<file path="config.mk">
export PLATFORM = sky130hd
export DESIGN_NAME = seg_reader_flat
export DESIGN_NICKNAME = d
export VERILOG_FILES = /design/src/rtl/seg_reader_if.sv /design/src/rtl/seg_reader.sv /design/src/flat_wrapper.sv
export SDC_FILE = /design/constraint.sdc
export NUM_CORES = 1
export LEC_CHECK = 0
export CAP_MARGIN = 20
export CORE_MARGIN = 3
export CORE_UTILIZATION = 50
export CTS_BUF_LIST = sky130_fd_sc_hd__clkbuf_8
export CTS_CLUSTER_DIAMETER = 60
export DETAILED_ROUTE_END_ITERATION = 8
export GPL_TIMING_DRIVEN = 1
export PLACE_DENSITY = 0.82
export SLEW_MARGIN = 30
export SYNTH_ARGS = -nofsm -noshare
export SYNTH_HDL_FRONTEND = slang
export SYNTH_SLANG_ARGS = --single-unit
</file>
<file path="constraint.sdc">
create_clock -name clk -period 5.1 [get_ports clk]
set_input_delay 1.275 -clock clk [delete_from_list [all_inputs] [get_ports clk]]
set_output_delay 1.275 -clock clk [all_outputs]
set_load 0.1 [all_outputs]
</file>
<file path="src/rtl/seg_reader_if.sv">
// Bus between a multiplexed 7-segment display scanner and the frame reader.
// Handshake: value_valid is a one-cycle pulse with no ready; value/frame_err are only meaningful while it is high and hold between pulses.
interface seg_reader_if;
    logic [3:0]  an;
    logic [6:0]  led;
    logic [15:0] value;
    logic        value_valid;
    logic        frame_err;
    logic [1:0]  dbg_state;

    modport master (
        output an, led,
        input  value, value_valid, frame_err, dbg_state
    );

    modport slave (
        input  an, led,
        output value, value_valid, frame_err, dbg_state
    );
endinterface

</file>
<file path="src/rtl/seg_reader.sv">
// Recovers a 4-digit hex value by watching the anode/segment lines of a scanned display.
// A digit is accepted after STABLE_CYCLES identical samples; a frame completes once all four are captured.
module seg_reader #(
    parameter int STABLE_CYCLES = 4
) (
    input  logic         clk,
    input  logic         reset,
    seg_reader_if.slave  bus
);
    localparam int CW = $clog2(STABLE_CYCLES + 1);
    localparam logic [CW-1:0] CNT_MAX = CW'(STABLE_CYCLES);
    localparam logic [CW-1:0] CNT_ONE = CW'(1);

    localparam logic [1:0] S_BLANK = 2'd0;
    localparam logic [1:0] S_TRACK = 2'd1;
    localparam logic [1:0] S_HOLD  = 2'd2;

    logic [1:0]    state_q, state_d;
    logic [CW-1:0] cnt_q, cnt_d;
    logic [10:0]   prev_q, prev_d;
    logic [3:0]    got_q, got_d;
    logic          err_q, err_d;
    logic [15:0]   shadow_q, shadow_d;
    logic [15:0]   value_q, value_d;
    logic          valid_q, valid_d;
    logic          frame_err_q, frame_err_d;

    logic [3:0]  nib;
    logic        illegal;
    logic        single;
    logic [1:0]  idx;
    logic [10:0] cur;
    logic        same;
    logic        capture;
    logic        frame_done;

    always_comb begin
        nib     = 4'h0;
        illegal = 1'b0;
        case (bus.led)
            7'b0000001: nib = 4'h0;
            7'b1001111: nib = 4'h1;
            7'b0010010: nib = 4'h2;
            7'b0000110: nib = 4'h3;
            7'b1001100: nib = 4'h4;
            7'b0100100: nib = 4'h5;
            7'b0100000: nib = 4'h6;
            7'b0001111: nib = 4'h7;
            7'b0000000: nib = 4'h8;
            7'b0001100: nib = 4'h9;
            7'b0001000: nib = 4'hA;
            7'b1100000: nib = 4'hB;
            7'b0110001: nib = 4'hC;
            7'b1000010: nib = 4'hD;
            7'b0110000: nib = 4'hE;
            7'b0111000: nib = 4'hF;
            default:    illegal = 1'b1;
        endcase
    end

    // Only a one-hot-low anode selects a digit; anything else reads as blank.
    always_comb begin
        single = 1'b1;
        idx    = 2'd0;
        case (bus.an)
            4'b1110: idx = 2'd0;
            4'b1101: idx = 2'd1;
            4'b1011: idx = 2'd2;
            4'b0111: idx = 2'd3;
            default: single = 1'b0;
        endcase
    end

    assign cur    = {bus.an, bus.led};
    assign same   = (cur == prev_q);
    assign prev_d = cur;

    always_comb begin
        state_d = state_q;
        cnt_d   = cnt_q;
        capture = 1'b0;
        case (state_q)
            S_BLANK: begin
                if (single) begin
                    state_d = S_TRACK;
                    cnt_d   = CNT_ONE;
                end
            end
            S_TRACK: begin
                if (!single) begin
                    state_d = S_BLANK;
                    cnt_d   = '0;
                end else if (same) begin
                    // Saturating: the run is captured the moment it reaches CNT_MAX.
                    if (cnt_q >= CNT_MAX - CNT_ONE) begin
                        cnt_d   = CNT_MAX;
                        capture = 1'b1;
                        state_d = S_HOLD;
                    end else begin
                        cnt_d = cnt_q + CNT_ONE;
                    end
                end else begin
                    cnt_d = CNT_ONE;
                end
            end
            S_HOLD: begin
                if (!same) begin
                    if (single) begin
                        state_d = S_TRACK;
                        cnt_d   = CNT_ONE;
                    end else begin
                        state_d = S_BLANK;
                        cnt_d   = '0;
                    end
                end
            end
            default: begin
                state_d = S_BLANK;
                cnt_d   = '0;
            end
        endcase
    end

    // A capture landing on the completion edge seeds the next frame rather than being cleared.
    always_comb begin
        frame_done  = (got_q == 4'hF);
        got_d       = frame_done ? 4'h0 : got_q;
        err_d       = frame_done ? 1'b0 : err_q;
        shadow_d    = shadow_q;
        value_d     = frame_done ? shadow_q : value_q;
        frame_err_d = frame_done ? err_q : frame_err_q;
        valid_d     = frame_done;
        if (capture) begin
            err_d = err_d | illegal;
            for (int i = 0; i < 4; i++) begin
                if (idx == 2'(i)) begin
                    got_d[i]          = 1'b1;
                    shadow_d[4*i +: 4] = nib;
                end
            end
        end
    end

    always_ff @(posedge clk or posedge reset) begin
        if (reset) begin
            state_q     <= S_BLANK;
            cnt_q       <= '0;
            prev_q      <= '0;
            got_q       <= 4'h0;
            err_q       <= 1'b0;
            shadow_q    <= 16'h0000;
            value_q     <= 16'h0000;
            valid_q     <= 1'b0;
            frame_err_q <= 1'b0;
        end else begin
            state_q     <= state_d;
            cnt_q       <= cnt_d;
            prev_q      <= prev_d;
            got_q       <= got_d;
            err_q       <= err_d;
            shadow_q    <= shadow_d;
            value_q     <= value_d;
            valid_q     <= valid_d;
            frame_err_q <= frame_err_d;
        end
    end

    assign bus.value       = value_q;
    assign bus.value_valid = valid_q;
    assign bus.frame_err   = frame_err_q;
    assign bus.dbg_state   = state_q;
endmodule

</file>
<file path="src/flat_wrapper.sv">
// flat-port wrapper written by rule: the top's interface ports become plain ports
module seg_reader_flat 
#(
    parameter int STABLE_CYCLES = 4
)
  (clk, reset, bus_an, bus_led, bus_value, bus_value_valid, bus_frame_err, bus_dbg_state);
  seg_reader_if bus_i ();
  input  logic clk;
  input  logic reset;
  input wire logic [$bits(bus_i.an)-1:0] bus_an;
  input wire logic [$bits(bus_i.led)-1:0] bus_led;
  output wire logic [$bits(bus_i.value)-1:0] bus_value;
  output wire logic [$bits(bus_i.value_valid)-1:0] bus_value_valid;
  output wire logic [$bits(bus_i.frame_err)-1:0] bus_frame_err;
  output wire logic [$bits(bus_i.dbg_state)-1:0] bus_dbg_state;
  assign bus_i.an = bus_an;
  assign bus_i.led = bus_led;
  assign bus_value = bus_i.value;
  assign bus_value_valid = bus_i.value_valid;
  assign bus_frame_err = bus_i.frame_err;
  assign bus_dbg_state = bus_i.dbg_state;
  seg_reader #(.STABLE_CYCLES(STABLE_CYCLES)) u_core (.clk(clk), .reset(reset), .bus(bus_i));
endmodule
</file>
==> results of run 1 <==
power groups by stage:
stage	logic, uW	registers (uW)	clock network, uW
2_1_floorplan	44.9	461	0
3_3_place_gp	71.1	457	0
3_5_place_dp	72.3	457	0
4_1_cts	72.5	448	252
5_1_grt	80.5	449	268
6_report	71.5	448	246
worst max-delay path, delay by kind of cell:
family / cells / cell delay (ns)
simple gates: 3 / 1.39
xor+xnor: 1 / 0.23
buf+inv: 1 / 0.62
mux: 1 / 0.39
placed cells by master (no fill, tap or decap), types with 5 or more instances in the layout:
cell type,instances
a21oi_1,11
clkbuf_8,5
clkdlybuf4s50_1,32
dfrtp_1,55
inv_1,6
mux2_2,12
nand2_1,57
nor2_1,5
o21ai_0,6
xor2_1,12
cell families after synthesis:
logic type,share of synthesized area
AO/OA/AOI/OAI,0.1081
buffers and inverters,0.03635
adder cells (fa/ha/maj),0.009563
AND/OR/NAND/NOR,0.1951
XOR/XNOR,0.05022
multiplexers,0.07461
flip-flops,0.5261
how the worst max path moves through the flow:
stage / start / to / slack, ns
after floorplan: bus_an[2] / u_core.shadow_q[0]$_DFFE_PP0P_ / 1.96
after global placement: bus_led[6] / u_core.shadow_q[11]$_DFFE_PP0P_ / 1.12
after detailed placement: bus_led[6] / u_core.shadow_q[10]$_DFFE_PP0P_ / 1.04
after CTS: bus_led[6] / u_core.shadow_q[10]$_DFFE_PP0P_ / 1.39
after global routing: bus_led[6] / u_core.shadow_q[8]$_DFFE_PP0P_ / 1.17
final: bus_led[6] / u_core.shadow_q[10]$_DFFE_PP0P_ / 1.40
routing by layer:
layer / routed length, um / track usage / up-vias / part of all wire
met5: 0 / 0 / - / 0
met4: 52 / 0.05769 / 0 / 0.011
met3: 173 / 0.02408 / 4 / 0.037
met2: 2272 / 0.2851 / 37 / 0.48
met1: 2233 / 0.2294 / 900 / 0.47
li1: - / - / 913 / -
area by class of cell:
type / instances / area (um2)
fillers: 435 / 1822
flip-flops and latches: 55 / 1376
multi-input cells: 171 / 1145
repair buffers: 33 / 327.8
well taps: 67 / 83.83
clock buffers: 5 / 68.82
inverters: 8 / 32.53
clock inverters: 3 / 23.77
Yosys cell counts, drive strengths merged:
cell type	instances
dfrtp	55
a31oi	1
inv	7
a311oi	1
a21o	4
nand4b	2
nor2	5
a211o	1
nand4	3
or3b	2
xnor2	3
nand4bb	1
buf	5
nor2b	2
or4	1
nor3	4
o21ai	6
o211ai	1
o41ai	2
nand3	4
a211oi	2
o221ai	1
o31ai	2
ha	2
o32ai	1
o311ai	1
a2bb2oi	1
nand2	58
clkbuf	9
a31o	2
o211a	1
mux2	16
or2	1
nand2b	3
xor2	12
or3	2
clkinv	1
nand3b	4
nor4	6
a21oi	11
o22ai	2
metrics by stage:
stage                     cells  hold slack (ns)  utilization  area (um2)
final                       342           0.4784       0.6267        3058
after CTS                   342           0.4861       0.6267        3058
after detailed placement    334           0.4614       0.6077        2965
after global routing        342           0.5144       0.6267        3058
after global placement      334           0.4511       0.6072        2963
after floorplan             248           0.4348            -        2616
registers in the layout, summed over array words and instances, names as in the netlist:
register and count:
u_core.bus.frame_err 1, u_core.bus.value 16, u_core.err_q 1, u_core.prev_q 11, u_core.shadow_q 16, u_core.cnt_q 3, u_core.got_q 4, u_core.bus.value_valid 1
u_core.bus.dbg_state 2
==> results.json, run 1 <==
{
  "routedWlPerCell_um": 13.83,
  "synth_cell_types": 49,
  "swShare": 0.2575,
  "pre_cts_ws_ns": 1.039,
  "min_period_ns": 3.700,
  "cts_max_level": 2,
  "die_h_um": 78.34,
  "timing.rr.start": "u_core.prev_q[6]$_DFF_PP0_",
  "crit_chain": "clkdlybuf4s50_1, xor2_1, nor4_1, nand3_1, nor4_4, mux2_2",
  "cts_tree": "yes",
  "synth.top_cell.area_share": 0.5261,
  "portBuffers": 32,
  "drc": 0,
  "first_pass_iters": 4,
  "hold_class": "reg2reg",
  "synth_area_leader_cell": "dfrtp_1",
  "cp.arrival_ns": 3.91,
  "crit_fanout": 13,
  "fmax_mhz": 270.3,
  "ys.warnings.count": 0,
  "peakVddDrop_mv": 0.1797,
  "via_count": 1854,
  "place_hpwl_mm": 3.300,
  "post_cts_buffers": 0,
  "holdCritStartpoint": "u_core.bus.frame_err$_DFFE_PP0P_",
  "r2r_end": "u_core.shadow_q[10]$_DFFE_PP0P_",
  "crit_type": "in2reg",
  "cts_buffers": 5,
  "gp_congestion": 0.8339,
  "total_power_uw": 765.4,
  "cts-root-buf": "clkbuf_8",
  "hold_depth": 2,
  "die_width_um": 78.34,
  "avgSynthCellArea_um2": 10.55,
  "layout_setup_ws_ns": 1.400,
  "critPathRequiredTime_ns": 5.31,
  "syn_to_final_growth_pct": 16.88,
  "crit_slowest_cell": "clkdlybuf4s50_1",
  "grt_pass1_vias": 1811,
  "leakagePower_uw": 0.001438,
  "fin_nets": 289,
  "drive_gt1_frac": 0.1273,
  "wirelength_mm": 4.731,
  "clk_pin_slew_ns": 0.10,
  "start_kind": "input pin",
  "worstRegToRegCells": 5,
  "cpPeakStageDelay_ns": 0.62,
  "num_rows": 25,
  "ys_ff_latch": 55,
  "yosysSeqAreaShare": 0.5261,
  "synth_area_um2": 2616,
  "yosys-top-cells-area": "dfrtp_1 (53%), nand2_1 (8.2%), mux2_2 (5.2%)",
  "worst_slew_pin_slew_ns": 0.9737,
  "cell_internal_pwr_uw": 568.3,
  "p_switching_uw": 197.1,
  "status": "finished clean",
  "antenna_found_initial": 0,
  "p_clk_frac": 0.321,
  "core_um2": 4880,
  "grt_max_degree": 56,
  "start_util": 0.5362,
  "ant_nets": 0,
  "clockBufferDepth": 2,
  "die-area_um2": 6136,
  "pwr-share-comb": 0.093,
  "hold_buffers": 0,
  "viasPerCell": 5.421,
  "synthCells": 248,
  "finalCritPeriodShare": 0.7255,
  "rsz0062_at_grt": "no",
  "grt_usage": 0.1707,
  "grt_pass1_wl_mm": 8.411,
  "holdPathEnd": "u_core.bus.frame_err$_DFFE_PP0P_",
  "p_per_area_nw_per_um2": 250.3,
  "grt-ovfl-total": 0,
  "drt_iter0_markers": 161,
  "max_cap_violations": 0,
  "ioPinCount": 33,
  "setup_violations": 0,
  "slew_headroom": 0.3488,
  "hold_violations": 0,
  "reg2reg_slack_ns": 2.68,
  "syn_nets": 263,
  "antenna_cells": 0,
  "fin_tns_setup_ns": 0,
  "clkSinkCount": 55,
  "clk_latency_ns": 0.31,
  "end_kind": "flip-flop",
  "clock_skew_ns": 0.004766,
  "drv_slew": 0,
  "pwr-share-seq": 0.586,
  "post_cts_resize_count": 0
}
No activity file was read; power rests on OpenSTA's default activity.
==> inputs of run 2 (changes only) <==
==> constraint.sdc (replaced) <==
create_clock -name clk -period 3.8 [get_ports clk]
set_input_delay 0.95 -clock clk [delete_from_list [all_inputs] [get_ports clk]]
set_output_delay 0.95 -clock clk [all_outputs]
set_load 0.1 [all_outputs]
==> run 2 against run 1 <==
  * Hold slack about the same
  * Die area unchanged
  * Register-to-register slack got worse by 1.2 ns
  * Utilization rose by 1.5 points
  * Count of clock-buffer cells in the layout increased by 1
  * First-iteration DRC count is 8.7% lower
  * Sequential cell count stayed put
  * Power rose by 44%
  * Sequential share of layout area is 1.0 points lower
  * Worst setup slack got worse by 0.80 ns
  * Combinational power is 43% higher
  * Critical path type unchanged
  * Largest cell class unchanged
==> results.json, run 2 (synthesis gave the netlist of run 1 again) <==
{
  "routedWlPerCell_um": 14.21,
  "start_kind": "input pin",
  "min_period_ns": 3.201,
  "p_per_area_nw_per_um2": 351.5,
  "r2r_end": "u_core.shadow_q[1]$_DFFE_PP0P_",
  "final_common_cell": "nand2_1",
  "ant_nets": 0,
  "crit_type": "in2reg",
  "grt_pass1_wl_mm": 8.749,
  "post_cts_resize_count": 0,
  "layout_common_cells": "nand2_1 (57), dfrtp_1 (55), clkdlybuf4s50_1 (31)",
  "clockBufferDepth": 2,
  "grt_pass1_vias": 1875,
  "drc": 0,
  "hold_violations": 0,
  "ioPinCount": 33,
  "fmax_mhz": 312.4,
  "cts-root-buf": "clkbuf_8",
  "num-fill-cells": 405,
  "hold_buffers": 0,
  "via_count": 1900,
  "status": "finished clean",
  "max_cap_violations": 0,
  "reg2reg_slack_ns": 1.50,
  "grt_usage": 0.1800,
  "rsz0062_at_grt": "no",
  "antenna_found_initial": 0,
  "timing.rr.start": "u_core.cnt_q[0]$_DFFE_PP0P_",
  "fin_tns_setup_ns": 0,
  "layout.cells.non_filler": 349,
  "hold_class": "reg2reg",
  "hold_depth": 2,
  "clkSinkCount": 55,
  "setup_violations": 0,
  "crit_fanout": 8,
  "grt_max_degree": 30,
  "post_cts_buffers": 0,
  "cts_max_level": 2,
  "drive_gt1_frac": 0.1525,
  "critPathRequiredTime_ns": 4.00,
  "post-place-cells": 341,
  "start_util": 0.5362,
  "cts_tree": "yes",
  "holdCritStartpoint": "u_core.bus.value[10]$_DFFE_PP0P_",
  "viasPerCell": 5.444,
  "finalCritPeriodShare": 0.8424,
  "clk_pin_slew_ns": 0.09,
  "gp_congestion": 0.9196,
  "place_hpwl_mm": 3.587,
  "num_rows": 25,
  "end_kind": "flip-flop",
  "drv_slew": 0,
  "grt-ovfl-total": 0,
  "holdPathEnd": "u_core.bus.value[10]$_DFFE_PP0P_",
  "cp.arrival_ns": 3.40,
  "wirelength_mm": 4.959,
  "clock_skew_ns": 0.005808,
  "first_pass_iters": 5,
  "clk_latency_ns": 0.31,
  "post-route-util": 0.6415,
  "core_um2": 4880,
  "die_width_um": 78.34,
  "syn_to_final_growth_pct": 19.66,
  "fin_area_um2": 3131,
  "portBuffers": 32,
  "slew_headroom": 0.3501,
  "fin_nets": 296,
  "worst_slew_pin_slew_ns": 0.9718,
  "worstRegToRegCells": 6,
  "peakVddDrop_mv": 0.2431,
  "antenna_cells": 0,
  "placed_cell_area_um2": 3013,
  "die_h_um": 78.34,
  "die-area_um2": 6136,
  "drt_iter0_markers": 147,
  "cts_buffers": 5,
  "leakagePower_uw": 0.001487
}
-- run 2: changes by cell type in the layout (fill, tap and decap cells not counted) --
cell | previous run | this run
inv_2 | 0 | 1
bufinv_16 | 0 | 1
buf_4 | 1 | 9
inv_4 | 1 | 0
inv_8 | 1 | 0
clkinvlp_4 | 1 | 0
clkbuf_8 | 5 | 6
clkdlybuf4s50_1 | 32 | 31
-- run 2: how the worst max path moves through the flow --
stage / startpoint / endpoint / slack (ns) / cells past startpoint
2_1_floorplan: bus_an[2] / u_core.shadow_q[0]$_DFFE_PP0P_ / 0.99 / 7
3_3_place_gp: bus_an[2] / u_core.shadow_q[2]$_DFFE_PP0P_ / 0.32 / 6
3_5_place_dp: bus_an[2] / u_core.shadow_q[1]$_DFFE_PP0P_ / 0.26 / 6
4_1_cts: bus_an[1] / u_core.shadow_q[1]$_DFFE_PP0P_ / 0.60 / 6
5_1_grt: bus_an[2] / u_core.shadow_q[15]$_DFFE_PP0P_ / 0.42 / 6
6_report: bus_an[3] / u_core.shadow_q[1]$_DFFE_PP0P_ / 0.60 / 6
-- run 2: power breakdown --
group / switching [uW] / internal [uW]
sequential: 8.30 / 594
clock: 183 / 213
combinational: 63.0 / 39.0
total: 254 / 846
-- run 2: layout make-up --
class                      instances  area, um2  share of cell area
inverter                           8      30.03            0.009592
sequential                        55       1376              0.4396
timing repair buffer              40      377.9              0.1207
multi-input combinational        171       1145              0.3657
tap                               67      83.83             0.02678
clock inverter                     2      35.03             0.01119
clock buffer                       6      82.58             0.02638
-- run 2: critical path: stages --
cell	delay, ns
clkdlybuf4s50_1	0.63
nand4b_1	0.25
o211a_1	0.22
or3b_1	0.57
a211oi_4	0.44
mux2_4	0.34
-- run 2: metal layers --
metal / GRT usage / routed length (um)
met5: 0 / 0
met4: 0.07343 / 118
met3: 0.04358 / 256
met2: 0.3005 / 2447
met1: 0.2248 / 2136
-- run 2: per-stage QoR --
step | setup slack, ns | hold slack (ns) | total power [uW]
5_1_grt | 0.4239 | 0.5075 | 1145
3_5_place_dp | 0.2629 | 0.4578 | 714.8
6_report | 0.5988 | 0.4780 | 1100
4_1_cts | 0.6031 | 0.4817 | 1111
2_1_floorplan | 0.9895 | 0.4348 | 678.6
3_3_place_gp | 0.3216 | 0.4519 | 712.6
